$ cat src/rtl/uart_pkg.sv
// Shared constants, FSM state encoding and parity helper for the oversampled UART receiver.
package uart_pkg;

  localparam int DATA_BITS  = 8;
  localparam int OVERSAMPLE = 16;

  localparam logic [3:0] MID_SAMPLE  = 4'd7;
  localparam logic [3:0] LAST_SAMPLE = 4'(OVERSAMPLE - 1);

  typedef logic [2:0] state_t;

  localparam state_t ST_IDLE      = 3'd0;
  localparam state_t ST_START     = 3'd1;
  localparam state_t ST_DATA      = 3'd2;
  localparam state_t ST_PARITY    = 3'd3;
  localparam state_t ST_STOP      = 3'd4;
  localparam state_t ST_WAIT_HIGH = 3'd5;

  function automatic logic expected_parity(input logic [DATA_BITS-1:0] data, input logic odd);
    return (^data) ^ odd;
  endfunction

endpackage

$ cat src/rtl/uart_rx_fifo.sv
// Show-ahead receive FIFO; a push while full is accepted only when a pop frees a slot in the same cycle.
module uart_rx_fifo #(
  parameter int DEPTH = 4,
  parameter int WIDTH = 8
) (
  input  logic             clk2,
  input  logic             rst,
  input  logic             push,
  input  logic             pop,
  input  logic [WIDTH-1:0] wr_data,
  output logic [WIDTH-1:0] rd_data,
  output logic             empty,
  output logic             full
);

  localparam int AW = (DEPTH > 1) ? $clog2(DEPTH) : 1;
  localparam logic [AW:0] FULL_CNT = (AW + 1)'(DEPTH);

  logic [WIDTH-1:0] mem [DEPTH];
  logic [AW-1:0]    wr_ptr;
  logic [AW-1:0]    rd_ptr;
  logic [AW:0]      count;
  logic             do_push;
  logic             do_pop;

  assign empty   = (count == '0);
  assign full    = (count == FULL_CNT);
  assign do_pop  = pop && !empty;
  assign do_push = push && (!full || do_pop);
  assign rd_data = empty ? '0 : mem[rd_ptr];

  always_ff @(posedge clk2) begin
    if (do_push) mem[wr_ptr] <= wr_data;
  end

  // Pointers wrap naturally because DEPTH is a power of two.
  always_ff @(posedge clk2) begin
    if (rst) begin
      wr_ptr <= '0;
      rd_ptr <= '0;
      count  <= '0;
    end else begin
      if (do_push) wr_ptr <= wr_ptr + 1'b1;
      if (do_pop)  rd_ptr <= rd_ptr + 1'b1;
      case ({do_push, do_pop})
        2'b10:   count <= count + 1'b1;
        2'b01:   count <= count - 1'b1;
        default: count <= count;
      endcase
    end
  end

endmodule

$ cat src/rtl/uart_rx_oversampled.sv
// 16x oversampled UART receiver with optional parity, error pulses and a small receive FIFO.
//   state     | meaning
//   IDLE      | line idle, waiting for a low level
//   START     | confirming start bit at mid-bit
//   DATA      | shifting in 8 data bits, LSB first
//   PARITY    | sampling the parity bit
//   STOP      | sampling the stop bit, push or report error
//   WAIT_HIGH | after a framing error, wait for the line to return high
module uart_rx_oversampled
  import uart_pkg::*;
#(
  parameter int CLK_DIV    = 27,
  parameter bit PARITY_EN  = 1'b1,
  parameter bit PARITY_ODD = 1'b0,
  parameter int FIFO_DEPTH = 4
) (
  input  logic       clk2,
  input  logic       rst,
  input  logic       rx,
  input  logic       rd_en,
  output logic [7:0] rd_data,
  output logic       empty,
  output logic       full,
  output logic       doner,
  output logic       parity_err,
  output logic       frame_err,
  output logic       overrun
);

  localparam int DIV_W = (CLK_DIV > 1) ? $clog2(CLK_DIV) : 1;
  localparam logic [DIV_W-1:0] DIV_LAST = DIV_W'(CLK_DIV - 1);
  localparam logic [2:0] LAST_BIT = 3'(DATA_BITS - 1);

  logic                 rx_meta;
  logic                 rx_s;
  logic [DIV_W-1:0]     div_cnt;
  logic                 tick;
  state_t               state;
  logic [3:0]           sample_cnt;
  logic [2:0]           bit_idx;
  logic [DATA_BITS-1:0] shift;
  logic                 par_flag;
  logic                 mid_bit;
  logic                 stop_mid;
  logic                 push_req;

  always_ff @(posedge clk2) begin
    if (rst) begin
      rx_meta <= 1'b1;
      rx_s    <= 1'b1;
    end else begin
      rx_meta <= rx;
      rx_s    <= rx_meta;
    end
  end

  always_ff @(posedge clk2) begin
    if (rst || tick) div_cnt <= '0;
    else             div_cnt <= div_cnt + 1'b1;
  end

  assign tick     = (div_cnt == DIV_LAST);
  assign mid_bit  = tick && (sample_cnt == LAST_SAMPLE);
  assign stop_mid = (state == ST_STOP) && mid_bit;
  assign push_req = stop_mid && rx_s && !par_flag;

  always_ff @(posedge clk2) begin
    if (rst) begin
      state      <= ST_IDLE;
      sample_cnt <= '0;
      bit_idx    <= '0;
      shift      <= '0;
      par_flag   <= 1'b0;
    end else begin
      case (state)
        ST_IDLE: begin
          if (!rx_s) begin
            state      <= ST_START;
            sample_cnt <= '0;
            bit_idx    <= '0;
            par_flag   <= 1'b0;
          end
        end
        ST_START: begin
          if (tick) begin
            if (sample_cnt == MID_SAMPLE) begin
              sample_cnt <= '0;
              state      <= rx_s ? ST_IDLE : ST_DATA;
            end else begin
              sample_cnt <= sample_cnt + 1'b1;
            end
          end
        end
        // From here the counter wraps 15->0, so each sample lands 16 ticks after the last.
        ST_DATA: begin
          if (tick) begin
            sample_cnt <= sample_cnt + 1'b1;
            if (sample_cnt == LAST_SAMPLE) begin
              shift   <= {rx_s, shift[DATA_BITS-1:1]};
              bit_idx <= bit_idx + 1'b1;
              if (bit_idx == LAST_BIT) state <= PARITY_EN ? ST_PARITY : ST_STOP;
            end
          end
        end
        ST_PARITY: begin
          if (tick) begin
            sample_cnt <= sample_cnt + 1'b1;
            if (sample_cnt == LAST_SAMPLE) begin
              if (rx_s != expected_parity(shift, PARITY_ODD)) par_flag <= 1'b1;
              state <= ST_STOP;
            end
          end
        end
        ST_STOP: begin
          if (tick) begin
            sample_cnt <= sample_cnt + 1'b1;
            if (sample_cnt == LAST_SAMPLE) state <= rx_s ? ST_IDLE : ST_WAIT_HIGH;
          end
        end
        ST_WAIT_HIGH: begin
          if (rx_s) state <= ST_IDLE;
        end
        default: state <= ST_IDLE;
      endcase
    end
  end

  // Pulses are registered so doner lines up with the FIFO already showing the new byte.
  always_ff @(posedge clk2) begin
    if (rst) begin
      doner      <= 1'b0;
      overrun    <= 1'b0;
      parity_err <= 1'b0;
      frame_err  <= 1'b0;
    end else begin
      doner      <= push_req && (!full || rd_en);
      overrun    <= push_req && full && !rd_en;
      parity_err <= stop_mid && rx_s && par_flag;
      frame_err  <= stop_mid && !rx_s;
    end
  end

  uart_rx_fifo #(
    .DEPTH (FIFO_DEPTH),
    .WIDTH (DATA_BITS)
  ) u_fifo (
    .clk2    (clk2),
    .rst     (rst),
    .push    (push_req),
    .pop     (rd_en),
    .wr_data (shift),
    .rd_data (rd_data),
    .empty   (empty),
    .full    (full)
  );

endmodule

$ cat config.mk
export PLATFORM = sky130hd
export DESIGN_NAME = uart_rx_oversampled
export DESIGN_NICKNAME = d
export VERILOG_FILES = /design/src/rtl/uart_pkg.sv /design/src/rtl/uart_rx_fifo.sv /design/src/rtl/uart_rx_oversampled.sv
export SDC_FILE = /design/constraint.sdc
export NUM_CORES = 1
export LEC_CHECK = 0
export BUFFER_PORTS_ARGS = -buffer_cell sky130_fd_sc_hd__buf_2
export CAP_MARGIN = 25
export CORE_MARGIN = 4
export CORE_UTILIZATION = 60
export DETAILED_ROUTE_END_ITERATION = 16
export PLACE_DENSITY = 0.86
export SYNTH_ARGS = -nofsm -noshare
export SYNTH_HDL_FRONTEND = slang
export SYNTH_SLANG_ARGS = --single-unit
$ cat constraint.sdc
create_clock -name clk2 -period 2.9 [get_ports clk2]
set_input_delay 0.435 -clock clk2 [delete_from_list [all_inputs] [get_ports clk2]]
set_output_delay 0.435 -clock clk2 [all_outputs]
set_load 0.05 [all_outputs]
# Word-level counts from Yosys, hierarchy flattened

Memory sizes are Yosys's and may differ from the RTL's. A register that Yosys moved wholly into a read port is not among the register bits.
Cells that the tools add are included.

Memories kept: 1
Bits in writable memories: 32
Bits of input ports: 4
Logic and storage cells: 115
Flip-flop bits (word level): 37
Output and inout port bits: 14

Reductions and logical operators: 32
Multiplexer cells: 34
$add $sub $neg: 7
Equality and inequality tests: 26

Memories:

| memory     | words | width | read ports | clocked after memory_dff | write ports | line               | text |
|---|---|---|---|---|---|---|---|
| u_fifo.mem | 4     | 8     | 1          | 1                        | 1           | uart_rx_fifo.sv:19 | `logic [WIDTH-1:0] mem [DEPTH];` |

Operator list:

| cell                                          | count |
|---|---|
| two-way mux 3 bit                             | 15 |
| != test 2 bit, second input constant          | 11 |
| one-hot mux 3 bit (6 select lines)            | 1 |
| two-way mux 4 bit                             | 4 |
| == test 3 bit, second input constant          | 4 |
| one-hot mux 3 bit (2 select lines)            | 2 |
| one-hot mux 4 bit (3 select lines)            | 1 |
| logical AND 1 bit                             | 11 |
| AND reduction 11 bit                          | 1 |
| two-way mux 8 bit                             | 1 |
| AND reduction 4 bit                           | 2 |
| XOR reduction 8 bit                           | 1 |
| adder 3 x 1 -> 3 bit, second input constant   | 2 |
| == test 3 x 2 -> 1 bit, second input constant | 2 |
| zero test 3 bit                               | 2 |
| two-way mux 1 bit                             | 6 |
| two-way mux 2 bit                             | 3 |
| nonzero test 2 bit                            | 3 |
| adder 5 x 1 -> 5 bit, second input constant   | 1 |
| == test 5 bit, second input constant          | 1 |
| zero test 1 bit                               | 5 |
| AND reduction 5 bit                           | 1 |
| adder 2 x 1 -> 2 bit, second input constant   | 2 |
| adder 4 x 1 -> 4 bit, second input constant   | 1 |
| 13 further kinds                              | 16 |

# Longest topological paths before layout

Gate-level depths: netlist of the first run.

Depth in word-level cells: 8
Gate-level depth with buffers: 13
Depth with buffers taken out: 12

# Cells and area by module

A second synthesis of the first run with hierarchy kept.

Cells, all modules: 263
Area total of the unflattened synthesis: 3134.3 µm²

By module, submodules not included:

| module              | instances | cells an instance | area an instance (µm²) |
|---|---|---|---|
| uart_rx_fifo        | 1         | 105               | 1706.6 |
| uart_rx_oversampled | 1         | 158               | 1427.6 |

# Least setup slack after synthesis of the first run

OpenSTA, ideal clock, no wires.

Kind: reg2reg
From: reg u_fifo.count[0]
To: reg u_fifo.count[2]
Buffers on the path: 0
Library setup time: 0.070 ns
Path slack: -0.330 ns
Stages on the path, launching flop included: 11
Data arrival time: 3.160 ns
Period minus slack after synthesis: 3.230 ns
Path through: dfxtp_1 -> nor3b_1 -> a21o_1 -> nor2_1 -> inv_1 -> ha_1 -> inv_1 -> fa_1 -> xor2_1 -> or3_1 -> a21oi_1

RTL lines:

| what                                                                            | line                      | text |
|---|---|---|
| start, declared                                                                 | uart_rx_fifo.sv:22        | `logic [AW:0] count;` |
| start signal, assigned                                                          | uart_rx_fifo.sv:46        | `2'b10: count <= count + 1'b1;` |
| start signal, assigned                                                          | uart_rx_fifo.sv:47        | `2'b01: count <= count - 1'b1;` |
| start signal, assigned                                                          | uart_rx_fifo.sv:48        | `default: count <= count;` |
| == test 3 bit *                                                                 | uart_rx_fifo.sv:27        | `assign full = (count == FULL_CNT);` |
| net full                                                                        | uart_rx_oversampled.sv:23 | `output logic full,` |
| zero test 1 bit *                                                               | uart_rx_fifo.sv:29        | `assign do_push = push && (!full \|\| do_pop);` |
| logical OR 1 bit *                                                              | uart_rx_fifo.sv:29        |  |
| logical AND 1 bit *                                                             | uart_rx_fifo.sv:29        |  |
| == test 2 x 1 -> 1 bit / == test 2 bit (equally long branches)                  | uart_rx_fifo.sv:45        | `case ({do_push, do_pop})` |
| one-hot mux 3 bit (2 select lines) / nonzero test 2 bit (equally long branches) | -                         |  |

The timed path passes the listed nets; every way through them passes the cells marked *.
A chain may end at the register's enable or synchronous reset.

# Worst setup path after layout of the first run

From: reg div_cnt[0]
To: reg u_fifo.count[2]

Word-level cells in the longest chain between the ends: 8

Ends and longest elaborated chain:

| what                                                                            | line                      | text |
|---|---|---|
| start, declared                                                                 | uart_rx_oversampled.sv:36 | `logic [DIV_W-1:0] div_cnt;` |
| start signal, assigned                                                          | uart_rx_oversampled.sv:59 | `else div_cnt <= div_cnt + 1'b1;` |
| == test 5 bit *                                                                 | uart_rx_oversampled.sv:62 | `assign tick = (div_cnt == DIV_LAST);` |
| logical AND 1 bit *                                                             | uart_rx_oversampled.sv:63 | `assign mid_bit = tick && (sample_cnt == LAST_SAMPLE);` |
| logical AND 1 bit *                                                             | uart_rx_oversampled.sv:64 | `assign stop_mid = (state == ST_STOP) && mid_bit;` |
| logical AND 1 bit * (2 in series)                                               | uart_rx_oversampled.sv:65 | `assign push_req = stop_mid && rx_s && !par_flag;` |
| logical AND 1 bit *                                                             | uart_rx_fifo.sv:29        |  |
| == test 2 x 1 -> 1 bit / == test 2 bit (equally long branches)                  | uart_rx_fifo.sv:45        |  |
| one-hot mux 3 bit (2 select lines) / nonzero test 2 bit (equally long branches) | -                         |  |

Every way passes the cells marked *; elsewhere a longest branch is shown, timed or not.

==> impl_metrics.py, run 1 <==
metrics = {
    "status": {
        "status": "finished, final reports clean",
    },
    "synth": {
        "syn_area_per_cell_sq_um": 11.80,
        "yosysUniqueCellTypes": 54,
        "syn_inst": 272,
        "synth.area.top_cells": "edfxtp_1 (30%), dfxtp_1 (24%), mux4_2 (5.6%)",
        "synth_seq_area_share_pct": 54.27,
        "synth_edf_count": 32,
        "ys.flop_type": "dfxtp_1",
        "async_flop_share_pct": 0,
        "yosys.area.top_type": "edfxtp_1",
        "yosys_warnings": 0,
        "ys_seq_elements": 71,
        "synth_nets": 287,
        "syn_area_sq_mm": 0.003209,
        "synth_top_cell_area_share_pct": 29.94,
    },
    "clock_tree": {
        "cts_hold_buf": 0,
        "clk_latency_ns": 0.34,
        "root_buffer": "clkbuf_8",
        "clk_pin_slew_worst_paths_ns": 0.07,
        "cts.sinks": 71,
        "post_cts_resize_count": 0,
        "post-cts-setup-buffer-count": 0,
        "htree_levels": 3,
        "clock_path_buffers": 2,
        "cts_tree": "done",
        "cts_buffers": 9,
    },
    "critical_path": {
        "endpoint_kind": "flop",
        "crit_buf_inv": 3,
        "path_cells": "inv_1 > ha_1 > and4b_1 > nand4_1 > nor2_1 > inv_1 > ha_1 > inv_1 > fa_1 > xor2_1 > or3_1 > a21oi_1",
        "worstPathMaxFanout": 6,
        "cp.arrival_ns": 2.75,
        "path_depth": 12,
        "reg2reg_depth": 12,
        "worst_path_largest_cell_delay_ns": 0.37,
        "crit_top_cell": "inv_1",
        "cp_top_family": "simple AND/OR/NAND/NOR gates",
        "path_class": "flop to flop",
        "critPathSlowestCell": "dfxtp_1",
        "startpoint_type": "flop",
        "critical_path_required_ns": 3.17,
    },
    "global_routing": {
        "first_global_vias": 1928,
        "antenna_found_initial": 0,
        "grt_pass1_wl_microns": 9183,
        "track_usage_pct": 18.83,
        "grt_overflow": 0,
        "grt_max_degree": 37,
    },
    "finish": {
        "nNetsFinal": 304,
        "n_antenna_cell": 0,
        "area_delta_synth_final_pct": 10.68,
        "fill_cells": 370,
        "design_area_sq_mm": 0.003552,
        "drive_gt1_share_pct": 18.37,
    },
    "place": {
        "gp_congestion": 0.8069,
        "io_buffers": 17,
        "place_area_sq_mm": 0.003338,
        "dp_hpwl_microns": 3702,
    },
    "sta": {
        "tightest_slew_ns": 0.6440,
        "drv_slew": 0,
        "rsz0062_at_grt": "no",
        "setup_viol": 0,
        "hold_viol": 0,
        "relSlewSlack_pct": 57.07,
        "finalCritPeriodShare_pct": 85.56,
        "fmax_mhz": 403.0,
        "finalSetupTns_ns": 0,
        "min_period_ns": 2.481,
        "whs_ns": 0.2793,
        "fin_skew_ns": 0.009370,
    },
    "floorplanning": {
        "core.rowCount": 26,
        "ioPinCount": 18,
        "start_util_pct": 62.44,
        "core_sq_mm": 0.005140,
        "fp.dieH_microns": 81.14,
        "die-width_microns": 81.14,
        "die-area_sq_mm": 0.006583,
    },
    "drt": {
        "wl_met2_microns": 2839,
        "wl_met1_microns": 2308,
        "wl_microns": 5481,
        "vias": 2055,
        "wl_per_cell_microns": 15.06,
        "drt-initial-drc-count": 137,
        "drc": 0,
        "drt-pass1-iter-count": 4,
        "top_layer_used": "met4",
        "met3_wirelength_microns": 202,
        "post_drt_via_cell_ratio": 5.646,
        "ant_nets": 0,
    },
    "power_and_ir_drop": {
        "clkPwrFrac_pct": 43.4,
        "power_density_mw_per_mm2": 541.1,
        "p_int_mw": 1.543,
        "max-vdd-ir-drop_v": 0.0003844,
        "leakage_nw": 1.369,
        "power_switching_mw": 0.3793,
        "seqPwrFrac_pct": 54.5,
        "p_sw_share_pct": 19.74,
        "p_comb_share_pct": 2.1,
    },
    "flow_run": {
        "maxCapViolations": 0,
    },
    "min_path": {
        "min_path_cells": 2,
        "hold_path.class": "primary input to flop",
    },
}
## layout by cell type (no fill, tap or decap), drive strengths merged, types with 2 or more instances in the layout
master | synthesis | routed
a2111oi | 2 | 2
a21o | 2 | 2
a21oi | 15 | 15
a22oi | 2 | 2
a31oi | 3 | 3
and2 | 2 | 2
and3 | 5 | 5
buf | 6 | 21
bufinv | 0 | 2
clkbuf | 9 | 11
clkinv | 0 | 3
dfxtp | 39 | 39
edfxtp | 32 | 32
ha | 10 | 10
inv | 13 | 13
mux2i | 11 | 11
mux4 | 8 | 8
nand2 | 2 | 2
nand2b | 3 | 3
nand3 | 9 | 9
nand4 | 5 | 5
nand4b | 2 | 2
nor2 | 28 | 28
nor2b | 10 | 10
nor3 | 3 | 3
nor3b | 3 | 3
o211ai | 3 | 3
o21ai | 9 | 9
or2 | 5 | 5
or3 | 4 | 4
xnor2 | 7 | 7
xor2 | 5 | 5
## power groups by stage
stage                     logic (mW)  clock network, mW  registers (mW)
after floorplan               0.0338                  0            1.07
after global placement        0.0383                  0            1.07
final                         0.0398              0.835            1.05
after global routing          0.0447              0.901            1.05
after detailed placement      0.0397                  0            1.07
after CTS                     0.0399              0.847            1.05
## final cells by class
cell class / instances / area, sq um / share of cell area, %
inverter: 13 / 48.80 / 1.374
timing repair buffer: 21 / 115.1 / 3.241
sequential: 71 / 1742 / 49.03
clock inverter: 5 / 82.58 / 2.325
tap: 70 / 87.58 / 2.466
multi-input combinational: 173 / 1345 / 37.87
clock buffer: 11 / 131.4 / 3.698
## metal layers
metal  up-vias  track usage, %
met5         -               0
met4         0           9.122
met3        13           4.324
met2        44           32.92
met1       973           21.71
li1       1025               -
## state kept, by name, indices dropped and copies added (netlist names), 2 cells and up, named ones only
| signal | flops |
|---|---|
| bit_idx | 3 |
| div_cnt | 5 |
| sample_cnt | 4 |
| shift | 8 |
| state | 3 |
| u_fifo.count | 3 |
| u_fifo.mem | 32 |
| u_fifo.rd_ptr | 2 |
| u_fifo.wr_ptr | 2 |
## Yosys cell counts (8+ instances only)
| cell type | number |
|---|---|
| a21oi_1 | 15 |
| clkbuf_1 | 9 |
| dfxtp_1 | 39 |
| edfxtp_1 | 32 |
| ha_1 | 10 |
| inv_1 | 12 |
| mux2i_1 | 11 |
| mux4_2 | 8 |
| nand3_1 | 9 |
| nor2_1 | 28 |
| nor2b_1 | 10 |
| o21ai_0 | 9 |
## through the flow
step	power (mW)	utilization, %	cells	worst slack, ns
2_1_floorplan	1.102	-	272	0.2564
3_3_place_gp	1.108	64.95	348	0.5043
3_5_place_dp	1.110	64.95	348	0.4259
4_1_cts	1.934	69.11	364	0.4213
5_1_grt	1.993	69.11	364	0.1888
6_report	1.922	69.11	364	0.4187
## path summary, 6_finish.rpt
path / startpoint / to / slack (ns)
max reg2reg: div_cnt[0]$_SDFF_PP0_ / u_fifo.count[2]$_SDFFE_PP0P_ / 0.42
min reg2reg: rx_meta$_SDFF_PP1_ / rx_s$_SDFF_PP1_ / 0.42
min: rx / rx_meta$_SDFF_PP1_ / 0.28
max: div_cnt[0]$_SDFF_PP0_ / u_fifo.count[2]$_SDFFE_PP0P_ / 0.42
## kinds of logic (layout without fill, tap and decap cells)
group / Yosys count / in the layout / share of synthesized area (%)
buffers and inverters: 28 / 50 / 3.976
adder cells (fa/ha/maj): 11 / 11 / 4.522
flip-flops: 71 / 71 / 54.27
multiplexers: 19 / 19 / 9.045
XOR/XNOR: 13 / 13 / 3.977
AO/OA/AOI/OAI: 41 / 41 / 8.226
AND/OR/NAND/NOR: 89 / 89 / 15.98
No activity file was read; power rests on OpenSTA's default activity.
==> inputs of run 2 (changes only) <==
Settings changed: SETUP_SLACK_MARGIN from default to 0.5.
==> run 2 against run 1 <==
First-iteration DRC count down 12%. Sequential share of layout area down 0.54 points. Largest power group unchanged. Sequential power about the same. Critical path depth unchanged. Clock power up 4.3%. Critical endpoint unchanged. Flip-flop and latch count unchanged. Combinational power up 4%. Via count up 3.1%. Highest routed layer unchanged. Non-clock buffer count up 2. Fmax up 6.9%.
==> impl_metrics.py, run 2 (same netlist as run 1, synthesis figures left out) <==
metrics = {
    "clock_tree": {
        "htree_levels": 3,
        "cts_hold_buf": 0,
        "root_buffer": "clkbuf_8",
        "clk_pin_slew_worst_paths_ns": 0.08,
        "cts_tree": "done",
        "cts_buffers": 9,
        "cts.sinks": 71,
        "clk_latency_ns": 0.34,
        "clock_path_buffers": 2,
    },
    "drt": {
        "drt-initial-drc-count": 120,
        "vias": 2119,
        "ant_nets": 0,
        "drc": 0,
        "wl_microns": 5907,
        "drt-pass1-iter-count": 6,
        "wl_per_cell_microns": 16.14,
        "post_drt_via_cell_ratio": 5.790,
    },
    "critical_path": {
        "path_cells": "inv_1 > ha_2 > and4b_2 > nand4_1 > nor2_1 > inv_1 > ha_4 > inv_1 > fa_2 > xor2_1 > or3_1 > a21oi_1",
        "worstPathMaxFanout": 6,
        "critical_path_required_ns": 3.17,
        "endpoint_kind": "flop",
        "path_class": "flop to flop",
        "critPathSlowestCell": "dfxtp_2",
        "worst_path_largest_cell_delay_ns": 0.35,
        "cp_top_family": "simple AND/OR/NAND/NOR gates",
        "crit_start": "div_cnt[0]$_SDFF_PP0_",
        "reg2reg_from": "div_cnt[0]$_SDFF_PP0_",
        "cp.arrival_ns": 2.59,
        "startpoint_type": "flop",
        "crit_top_cell": "inv_1",
        "crit_buf_inv": 3,
    },
    "global_routing": {
        "grt_overflow": 0,
        "grt_pass1_wl_microns": 9591,
        "grt_max_degree": 37,
        "first_global_vias": 1990,
        "track_usage_pct": 19.60,
        "antenna_found_initial": 0,
    },
    "finish": {
        "top_register": "u_fifo.mem",
        "nNetsFinal": 306,
        "drive_gt1_share_pct": 22.64,
        "final_common_cell": "dfxtp_1",
        "largest_reg_flops": 32,
        "reg.largest.list": "u_fifo.mem x32, shift x8, div_cnt x5",
        "area_delta_synth_final_pct": 12.32,
        "utilization_pct": 70.13,
        "final_cell_mix": "dfxtp_1 (34), edfxtp_1 (32), nor2_1 (28)",
        "n_antenna_cell": 0,
    },
    "floorplanning": {
        "die-area_sq_mm": 0.006583,
        "core.rowCount": 26,
        "ioPinCount": 18,
        "core_sq_mm": 0.005140,
        "start_util_pct": 62.44,
        "die-width_microns": 81.14,
        "fp.dieH_microns": 81.14,
    },
    "sta": {
        "min_period_ns": 2.320,
        "fmax_mhz": 431.0,
        "tightest_slew_ns": 0.6296,
        "finalSetupTns_ns": 0,
        "rsz0062_at_grt": "no",
        "finalCritPeriodShare_pct": 80.01,
        "relSlewSlack_pct": 58.03,
        "setup_viol": 0,
        "fin_skew_ns": 0.007291,
        "drv_slew": 0,
        "hold_viol": 0,
    },
    "place": {
        "dp_hpwl_microns": 3890,
        "io_buffers": 17,
        "gp_congestion": 0.7820,
    },
    "flow_run": {
        "maxCapViolations": 0,
    },
    "min_path": {
        "hold_path.class": "primary input to flop",
        "min_from": "rx",
    },
    "power_and_ir_drop": {
        "power_density_mw_per_mm2": 543.7,
        "leakage_nw": 1.384,
        "max-vdd-ir-drop_v": 0.0004018,
    },
    "status": {
        "status": "finished, final reports clean",
    },
}
run 2: path summary, 6_finish.rpt:
path / end / slack [ns] / cells past startpoint
min: rx_meta$_SDFF_PP1_ / 0.26 / 2
min reg2reg: rx_s$_SDFF_PP1_ / 0.43 / 1
max reg2reg: u_fifo.count[2]$_SDFFE_PP0P_ / 0.58 / 12
max: u_fifo.count[2]$_SDFFE_PP0P_ / 0.58 / 12
run 2: where the power goes:
group / total [mW] / internal, mW / switching (mW)
sequential: 1.05 / 1.04 / 0.00597
combinational: 0.0415 / 0.0155 / 0.0260
clock: 0.871 / 0.487 / 0.384
run 2: layer usage:
layer	global-route usage (%)	vias up	share of wire (%)	routed length, microns
met2	34.40	49	53	3134
met4	7.601	0	2.0	116
met5	0	-	0	0
met3	5.211	10	2.9	173
li1	-	1028	-	-
met1	22.81	1032	42	2483
run 2: per-stage QoR:
stage | worst slack, ns | hold slack (ns) | area (sq um) | total power, mW | cells
5_1_grt | 0.4826 | 0.2733 | 3605 | 2.023 | 366
6_report | 0.5797 | 0.2647 | 3605 | 1.960 | 366
3_3_place_gp | 0.5318 | 0.3921 | 3361 | 1.108 | 349
3_5_place_dp | 0.4421 | 0.3973 | 3361 | 1.109 | 349
4_1_cts | 0.5123 | 0.2560 | 3590 | 1.966 | 366
2_1_floorplan | 0.5304 | 0.3895 | 3229 | 1.102 | 272
run 2: area by class of cell:
cell class / count / area [sq um]
fill: 361 / 1535
inverter: 13 / 48.80
sequential: 71 / 1748
clock inverter: 7 / 96.34
multi-input combinational: 173 / 1370
clock buffer: 9 / 123.9
tap: 70 / 87.58
timing repair buffer: 23 / 130.1
run 2: timing repair:
action / 4_1_cts / 5_1_grt
pin swaps: 1 / 1
resized for setup: 1 / 4
endpoints found under the setup margin: 9 / 1
buffers inserted: 1 / 0
run 2: worst register-to-register path, stage by stage, from the launching register on:
cell     delay (ns)
dfxtp_2        0.35
inv_1          0.05
ha_2           0.20
and4b_2        0.27
nand4_1        0.12
nor2_1         0.06
inv_1          0.09
ha_4           0.14
inv_1          0.06
fa_2           0.33
xor2_1         0.15
or3_1          0.30
a21oi_1        0.14
